`config.mk`:
```
export PLATFORM = sky130hd
export DESIGN_NAME = spi_chain_arbiter
export DESIGN_NICKNAME = d
export VERILOG_FILES = /design/src/rtl/spi_arb_pkg.sv /design/src/rtl/spi_chain_arbiter_rr_pick.sv /design/src/rtl/spi_chain_arbiter.sv
export SDC_FILE = /design/constraint.sdc
export NUM_CORES = 1
export LEC_CHECK = 0
export ABC_CLOCK_PERIOD_IN_PS = 2810
export CAP_MARGIN = 25
export CORE_MARGIN = 5
export CORE_UTILIZATION = 42
export DETAILED_ROUTE_END_ITERATION = 10
export PLACE_DENSITY_LB_ADDON = 0.1
export SETUP_SLACK_MARGIN = 0.2
export SYNTH_ARGS = -nofsm -noshare
export SYNTH_HDL_FRONTEND = slang
export SYNTH_HIERARCHICAL = 1
export SYNTH_SLANG_ARGS = --single-unit
```
`constraint.sdc`:
```
create_clock -name clk -period 2.81 [get_ports clk]
set_clock_uncertainty 0.1 [all_clocks]
set_input_delay 0.7025 -clock clk [delete_from_list [all_inputs] [get_ports clk]]
set_output_delay 0.7025 -clock clk [all_outputs]
set_load 0.02 [all_outputs]
```
`src/rtl/spi_arb_pkg.sv`:
```
// spi_arb_pkg
//   Shared definitions for the SPI daisy-chain arbiter: the arbiter FSM
//   state type, default frame width / launch timeout, and a small index
//   wrap helper used by the rotating-priority logic.
package spi_arb_pkg;

  typedef enum logic [1:0] {
    IDLE      = 2'd0,
    LAUNCH    = 2'd1,
    WAIT_DONE = 2'd2,
    RESP      = 2'd3
  } arb_state_t;

  localparam int DEF_NREQ    = 4;
  localparam int DEF_DW      = 8;
  localparam int DEF_TIMEOUT = 64;

  // Wraps an index that may exceed n-1 by less than n back into 0..n-1.
  function automatic int wrap_idx(input int i, input int n);
    return (i >= n) ? i - n : i;
  endfunction

endpackage

```
`src/rtl/spi_chain_arbiter_rr_pick.sv`:
```
// rr_pick
//   Combinational rotating-priority selector. Scans the request vector
//   starting at ptr and wrapping from NREQ-1 back to 0; the first set bit
//   wins.
// Ports
//   req     in   NREQ  request vector
//   ptr     in   IW    index with highest priority this round (< NREQ)
//   onehot  out  NREQ  one-hot winner, 0 when nothing requests
//   idx     out  IW    binary index of the winner, 0 when nothing requests
//   any     out  1     at least one request is set
module rr_pick
  import spi_arb_pkg::*;
#(
  parameter int NREQ = DEF_NREQ,
  parameter int IW   = $clog2(NREQ)
) (
  input  logic [NREQ-1:0] req,
  input  logic [IW-1:0]   ptr,
  output logic [NREQ-1:0] onehot,
  output logic [IW-1:0]   idx,
  output logic            any
);

  always_comb begin
    int pos;
    pos    = 0;
    onehot = '0;
    idx    = '0;
    any    = 1'b0;
    for (int k = 0; k < NREQ; k++) begin
      pos = wrap_idx(int'(ptr) + k, NREQ);
      if (!any && req[pos]) begin
        any         = 1'b1;
        onehot[pos] = 1'b1;
        idx         = IW'(pos);
      end
    end
  end

endmodule

```
`src/rtl/spi_chain_arbiter.sv`:
```
// spi_chain_arbiter
//   Shares one SPI daisy-chain master among NREQ requesters. One requester
//   is granted per frame in round-robin order; the arbiter launches the
//   frame, waits for the master to finish shifting, and hands the returned
//   byte (or a timeout error) back to the owner with a one-cycle ack.
// Ports
//   clk       in   1        system clock, posedge
//   rst_n     in   1        synchronous reset, active low
//   req       in   NREQ     level requests, held until ack
//   req_din   in   NREQ*DW  packed frame data, slice i for req[i]
//   ack       out  NREQ     one-hot one-cycle completion pulse
//   rsp_dout  out  DW       returned byte, valid with ack
//   rsp_err   out  1        frame aborted by launch timeout, valid with ack
//   gnt       out  NREQ     one-hot current owner, 0 when idle
//   m_newd    out  1        start-frame request to the master
//   m_din     out  DW       frame data to the master
//   m_cs      in   1        master chip select, low during a frame
//   m_done    in   1        master frame-complete pulse
//   m_dout    in   DW       byte shifted out of the chain
module spi_chain_arbiter
  import spi_arb_pkg::*;
#(
  parameter int NREQ    = DEF_NREQ,
  parameter int DW      = DEF_DW,
  parameter int TIMEOUT = DEF_TIMEOUT
) (
  input  logic               clk,
  input  logic               rst_n,
  input  logic [NREQ-1:0]    req,
  input  logic [NREQ*DW-1:0] req_din,
  output logic [NREQ-1:0]    ack,
  output logic [DW-1:0]      rsp_dout,
  output logic               rsp_err,
  output logic [NREQ-1:0]    gnt,
  output logic               m_newd,
  output logic [DW-1:0]      m_din,
  input  logic               m_cs,
  input  logic               m_done,
  input  logic [DW-1:0]      m_dout
);

  localparam int IW = $clog2(NREQ);
  localparam int CW = $clog2(TIMEOUT + 1);

  arb_state_t state, state_next;

  logic [IW-1:0]   rr_ptr;
  logic [IW-1:0]   gnt_idx;
  logic [CW-1:0]   tmo_cnt;
  logic [NREQ-1:0] pick_onehot;
  logic [IW-1:0]   pick_idx;
  logic            pick_any;
  logic            tmo_hit;

  rr_pick #(
    .NREQ (NREQ),
    .IW   (IW)
  ) u_pick (
    .req    (req),
    .ptr    (rr_ptr),
    .onehot (pick_onehot),
    .idx    (pick_idx),
    .any    (pick_any)
  );

  // Last cycle the master may still hold cs high before the launch aborts.
  assign tmo_hit = (tmo_cnt == CW'(TIMEOUT - 1));

  always_ff @(posedge clk) begin
    if (!rst_n) state <= IDLE;
    else        state <= state_next;
  end

  // A new grant also needs m_cs high, so after a mid-frame reset the
  // arbiter cannot launch into a master that is still shifting.
  always_comb begin
    state_next = state;
    unique case (state)
      IDLE:      if (pick_any && m_cs) state_next = LAUNCH;
      LAUNCH:    if (!m_cs) state_next = WAIT_DONE;
                 else if (tmo_hit) state_next = RESP;
      WAIT_DONE: if (m_done) state_next = RESP;
      RESP:      state_next = IDLE;
      default:   state_next = IDLE;
    endcase
  end

  always_comb begin
    ack    = '0;
    m_newd = 1'b0;
    if (state == RESP)   ack    = gnt;
    if (state == LAUNCH) m_newd = 1'b1;
  end

  // Grant, frame data, timeout counter, response and rotation pointer.
  always_ff @(posedge clk) begin
    if (!rst_n) begin
      gnt      <= '0;
      gnt_idx  <= '0;
      m_din    <= '0;
      tmo_cnt  <= '0;
      rsp_dout <= '0;
      rsp_err  <= 1'b0;
      rr_ptr   <= '0;
    end else begin
      unique case (state)
        IDLE: begin
          if (pick_any && m_cs) begin
            gnt     <= pick_onehot;
            gnt_idx <= pick_idx;
            m_din   <= req_din[int'(pick_idx)*DW +: DW];
            tmo_cnt <= '0;
          end
        end
        LAUNCH: begin
          tmo_cnt <= tmo_cnt + 1'b1;
          if (m_cs && tmo_hit) rsp_err <= 1'b1;
        end
        WAIT_DONE: begin
          if (m_done) rsp_dout <= m_dout;
        end
        RESP: begin
          gnt      <= '0;
          rsp_dout <= '0;
          rsp_err  <= 1'b0;
          rr_ptr   <= IW'(wrap_idx(int'(gnt_idx) + 1, NREQ));
        end
        default: ;
      endcase
    end
  end

endmodule

```
# After elaboration in Yosys (flattened, before gate mapping)
# Cells that the tools add are included.
[word_totals] register_bits=34 input_bits=48 out_inout_bits=26 elab_cells=118
[op_classes] addsub=10 magnitude_cmp=13 n_eq_ne=8 n_shift=1 muxes=52 n_bitwise=3 n_reduce_logical=23
[ops] op="32-bit by 1-bit >= comparator with 1-bit output, second input constant" n=4
[ops] op="32-bit by 4-bit < comparator with 1-bit output, second input constant" n=4
[ops] op="32-bit 2-to-1 mux" n=4
[ops] op="32-bit by 4-bit >= comparator with 1-bit output, second input constant" n=3
[ops] op="32-bit by 4-bit subtractor with 32-bit output, second input constant" n=3
[ops] op="32-bit by 6-bit variable part select with 8-bit output" n=1
[ops] op="4-bit 2-to-1 mux" n=6
[ops] op="1-bit 2-to-1 mux" n=18
[ops] op="2-bit 2-to-1 mux" n=9
[ops] op="8-bit one-hot mux with 2 select lines" n=1
[ops] op="7-bit one-hot mux with 2 select lines" n=1
[ops] op="4-bit OR" n=3
[ops] op="2-bit AND reduction" n=5
[ops] op="1-bit logical AND" n=9
[ops] op="1-bit binary-select mux with 2-bit select" n=4
[ops] op="1-bit demux with 2-bit select" n=4
[ops] op="8-bit 2-to-1 mux" n=1
[ops] op="2-bit one-hot mux with 4 select lines" n=1
[ops] op="4-bit one-hot mux with 2 select lines" n=1
[ops] op="2-bit nonzero test" n=4
[ops] op="7-bit by 1-bit adder with 7-bit output, second input constant" n=1
[ops] op="7-bit by 6-bit equality test with 1-bit output, second input constant" n=1
[ops] op="7-bit 2-to-1 mux" n=1
[ops] op="2-bit by 1-bit adder with 3-bit output, second input constant" n=2
[ops] op="other kinds (14)" n=19

# Depth between registers and ports, before layout
[logic_depth] ltp_word=18 mapped_depth=12 ltp_nobuf=9

# Modules after synthesis
# Netlist, hierarchy kept.
[modules_own_cells] module="spi_chain_arbiter" instances=1 cells_per_inst=204 area_each_um2=1780.5 seq_area_each_um2=680.7
[modules_own_cells] module="rr_pick" instances=1 cells_per_inst=48 area_each_um2=460.4 seq_area_each_um2=0.0

# Least setup slack after synthesis
# Ideal clock, no wire load.
[synth_path] path_kind="reg2reg" from="register rr_ptr[0]" to="register m_din[0]" setup_time_ns=0.132 t_arrival_ns=2.725 required_time_ns=2.578 slack_ns=-0.147 stages_incl_launch_ff=13 n_path_buf=3 synth_period_minus_slack_ns=2.957 cell_sequence="dfxtp_1 > buf_6 > inv_1 > ha_1 > mux4_2 > buf_6 > and2b_2 > o21ai_0 > o31ai_1 > buf_2 > mux4_2 > nand2_1 > a21oi_1"
[synth_via] word_cells_on_any_way=44 cone_classes="add/sub: 7; order compare: 4; shift: 1; mux: 24; reduce/logical: 8"
[synth_lines] element="start, declared" line="spi_chain_arbiter.sv:47" text="logic [IW-1:0] rr_ptr;"
[synth_lines] element="start signal, assigned" line="spi_chain_arbiter.sv:126" text="rr_ptr <= IW'(wrap_idx(int'(gnt_idx) + 1, NREQ));"
[synth_lines] element="parallel branches: the longest is 14 deep, another holds 32-bit by 4-bit subtractor with 32-bit output"
[synth_lines] element="2-bit 2-to-1 mux (*)" line="spi_chain_arbiter_rr_pick.sv:32" text="if (!any && req[pos]) begin"
[synth_lines] element="via pick_idx[0]" line="spi_chain_arbiter.sv:51" text="logic [IW-1:0] pick_idx;"
[synth_lines] element="32-bit by 6-bit variable part select with 8-bit output (*)" line="spi_chain_arbiter.sv:111" text="m_din <= req_din[int'(pick_idx)*DW +: DW];"
[synth_lines] element="end signal, assigned" line="spi_chain_arbiter.sv:111"
[synth_lines] element="end, declared" line="spi_chain_arbiter.sv:36" text="output logic [DW-1:0] m_din,"
# Mark *: on every way through the listed nets, which the timed path passes. The select of a mux whose other input is x is not followed.
# A chain may end at the register's enable or synchronous reset.

# Worst setup path in the final report
[layout_path] from="input req[1]" to="register m_din[1]"
[layout_via] word_cells_on_any_way=29 cone_classes="shift: 1; mux: 20; reduce/logical: 8"
[layout_lines] element="start, declared" line="spi_chain_arbiter.sv:29" text="input logic [NREQ-1:0] req,"
[layout_lines] element="1-bit binary-select mux with 2-bit select" line="spi_chain_arbiter_rr_pick.sv:32"
[layout_lines] element="1-bit 2-to-1 mux (not written as such) (2 in series)" line="spi_chain_arbiter_rr_pick.sv:32"
[layout_lines] element="1-bit 2-to-1 mux" line="spi_chain_arbiter_rr_pick.sv:32"
[layout_lines] element="1-bit logical NOT" line="spi_chain_arbiter_rr_pick.sv:32"
[layout_lines] element="1-bit logical AND" line="spi_chain_arbiter_rr_pick.sv:32"
[layout_lines] element="1-bit 2-to-1 mux" line="spi_chain_arbiter_rr_pick.sv:32"
[layout_lines] element="1-bit logical NOT" line="spi_chain_arbiter_rr_pick.sv:32"
[layout_lines] element="1-bit logical AND" line="spi_chain_arbiter_rr_pick.sv:32"
[layout_lines] element="1-bit 2-to-1 mux" line="spi_chain_arbiter_rr_pick.sv:32"
[layout_lines] element="1-bit logical NOT" line="spi_chain_arbiter_rr_pick.sv:32"
[layout_lines] element="1-bit logical AND" line="spi_chain_arbiter_rr_pick.sv:32"
[layout_lines] element="2-bit 2-to-1 mux (*)" line="spi_chain_arbiter_rr_pick.sv:32"
[layout_lines] element="via pick_idx[0]" line="spi_chain_arbiter.sv:51"
[layout_lines] element="32-bit by 6-bit variable part select with 8-bit output (*)" line="spi_chain_arbiter.sv:111"
# Mark *: on every way through the listed nets, which the timed path passes. The rest lies on a longest branch. The select of a mux whose other input is x is not followed.

==> key figures <==
Global routing
  • Top Usage Layer GRT: met2
  • GR Util met3: 5.94%
  • Initial antenna violation count: 0
  • Overflow after GRT: 0
  • Gr usage total: 16.2%
  • First-pass GRT wire length: 9440 µm
  • Met2 usage: 27.1%
  • Met1 Use GR: 20.1%
  • Largest net degree at the start of global routing: 19
  • Vias in the first global route: 2132

Yosys
  • Post-synthesis sequential area ratio: 30.4%
  • Synth Area in Simple Gates: 19.5%
  • #FFs+latches synth: 34
  • Share of the synthesized area in the top cell type: 30.4%
  • Syn_area_per_cell: 8.89 µm²
  • Yosys warnings: 6
  • Post-synth ARST share: 0%
  • Distinct cells, synth: 47
  • Largest family of logic cells by synthesized area: compound AO/OA/AOI/OAI gates
  • Area leader, netlist: dfxtp_1
  • Synth Area in XOR/XNOR: 1.95%
  • Cell Area, Synth: 2240 µm²
  • Largest cells by area after synthesis: dfxtp_1 30%, mux4_2 9.0%, ha_1 7.8%, nand2_1 6.4%, a21oi_1 6.3%
  • Multiplexer share of the synthesized area: 14.9%
  • Synth Area in Compound Gates: 20.3%
  • Mapped Cells: 252
  • Mapped Nets: 314
  • Post-synth EDFFs: 0
  • Synth Flop Type: dfxtp_1
  • Adder-Cell Fraction of Synth Area: 7.82%

Floorplan
  • IO Pins: 74
  • Starting Density: 43.6%
  • Standard-cell rows: 26
  • Chip width: 83.0 µm
  • Die area: 6900 µm²
  • CORE AREA: 5140 µm²
  • Die Ht: 83.0 µm

Finish
  • Reg area: 686 µm²
  • Fin cells: 420
  • Layout area overhead: 52.4%
  • Most frequent cells in the layout: 69 x clkdlybuf4s50_1, 37 x nand2_1, 32 x dfxtp_1
  • Layout cells sized above 1: 22.0%
  • Ant. Diodes: 0
  • Post-layout util: 66.4%
  • Multi-input gate area: 1490 µm²
  • Most common cell after layout, fill and taps aside: clkdlybuf4s50_1
  • Fillers: 460
  • Post-route cell area: 3410 µm²
  • Layout Nets: 411

Detailed routing
  • DR DRC count: 0
  • Vias per cell: 5.24
  • Initial DRC count: 66
  • Routed WL: 5770 µm
  • Routed wire per std cell: 13.7 µm
  • DR vias: 2200
  • DRT Pass-1 Iters: 4
  • Routed Antenna Nets: 0

Flow run
  • Max-Cap Viols: 0

Timing
  • Setup TNS: 0 ps
  • Setup violations, final: 0
  • RSZ-0062 raised after global routing: true
  • Slew Viols, Final: 0
  • Final hold slack: 357 ps
  • Fin worst setup slack: 195 ps
  • Post-layout min period: 2610 ps
  • Worst slew margin: 58.6%
  • Slew of the pin with the lowest slew margin: 619 ps
  • Final hold violation count: 0
  • Fmax: 382 MHz
  • Period utilisation layout: 93.1%

Worst setup path
  • Reg2Reg Launch Point: rr_ptr[0]
  • CP required: 2860 ps
  • Cell Chain, Critical Path: buf_2 > mux4_2 > inv_2 > a21oi_1 > o31ai_2 > buf_4 > buf_12 > mux4_2 > nand2_1 > a21oi_1
  • R2R cell count: 10
  • Worst reg2reg endpoint: m_din[1]
  • Nature of the critical path startpoint: input pin
  • CP max FO: 5
  • Setup CP Type: input pin to flip-flop
  • Crit-path slowest cell: mux4_2
  • R2R Setup Slk: 220 ps
  • Slowest cell delay on critical path: 520 ps
  • Crit path capture type: flip-flop
  • CP Data Arrival Time: 2670 ps

Status
  • Outcome: finished, final reports clean

Clock tree
  • Root buffer cell: clkbuf_8
  • TritonCTS clock tree: built
  • Clock H-tree levels: 2
  • Total CTS buffers: 5
  • Clk sinks: 34
  • Clock Latency Late Sink: 280 ps
  • Longest Clk Path Bufs: 2
  • Clock slew at reported path FFs: 70 ps

Place
  • Placement Setup Slack: -486 ps
  • Port Buffers: 73
  • Dpl hpwl: 4300 µm
  • Placed Cells incl. Taps: 399
  • Post-placement cell area: 3190 µm²
  • Routability congestion estimate from global placement: 0.777

Power and ir drop
  • LEAKAGE: 1.28 nW
  • PnR Total Power: 2.24 mW
  • Peak VDD IR: 0.000323 V
  • Power Density: 655 nW/µm²

Min path
  • Worst Hold End: m_din[1]
  • Hold Startpoint: m_din[1]
  • Hold Path Stages: 2
  • Min-delay worst type: flip-flop to flip-flop
[Yosys cell counts (7+ instances only)]
library cell and instances:
nand2_1 38, dfxtp_1 34, a21oi_1 28, nor2_1 18
ha_1 14, mux4_2 9, a22oi_1 8, inv_1 8
nor2b_1 8, a2bb2oi_1 7, o21ai_0 7
[registers in the layout, summed over array words and instances (netlist names)]
register  count
gnt           4
gnt_idx       2
m_din         8
rr_ptr        2
rsp_dout      8
rsp_err       1
state         2
tmo_cnt       7
[metal layers]
layer	part of all wire, %	vias to the layer above	routed length (µm)
met5	0	-	0
met4	0.23	0	13
met3	8.9	2	516
met2	47	84	2700
met1	44	1017	2540
li1	-	1097	-
[area by class of cell]
cell class	instances	area share, %
clock buffers	7	2.53
clock inverters	1	0.147
inverters	8	0.953
multi-input cells	194	43.5
flip-flops and latches	34	20.1
well taps	70	2.57
repair buffers	106	30.2
[how the worst max path moves through the flow]
stage,slack [ps],from,endpoint,depth (start not counted)
3_5_place_dp,-490,req[3],m_din[1],9
3_3_place_gp,-430,req[3],m_din[4],9
6_report,200,req[1],m_din[1],10
5_1_grt,80,rr_ptr[0],m_din[1],11
2_1_floorplan,80,req[2],m_din[0],9
4_1_cts,200,rr_ptr[1],m_din[1],10
[cells by family after synthesis]
family	count (synthesis)
compound gates	70
buf+inv	24
simple gates	88
xor+xnor	5
mux	17
flops	34
fa+ha+maj	14
[repair_timing]
item                       in CTS  in global routing
pin swaps                       3                  5
cloned                          1                  0
hold buffers                    0                  0
setup endpoints to repair      27                 23
setup buffers                   9                  3
gates resized for setup        25                  5
[report_power, final]
group	switching (mW)	internal, mW
Sequential	0.0689	0.564
Combinational	0.575	0.658
Clock	0.174	0.198
Total	0.817	1.42
[critical path: cells and delay by family]
family          cells  cell delay, ps
compound gates      3             370
simple gates        1              80
buf+inv             4             510
mux                 2            1000
(Power assumes the default switching activity.)
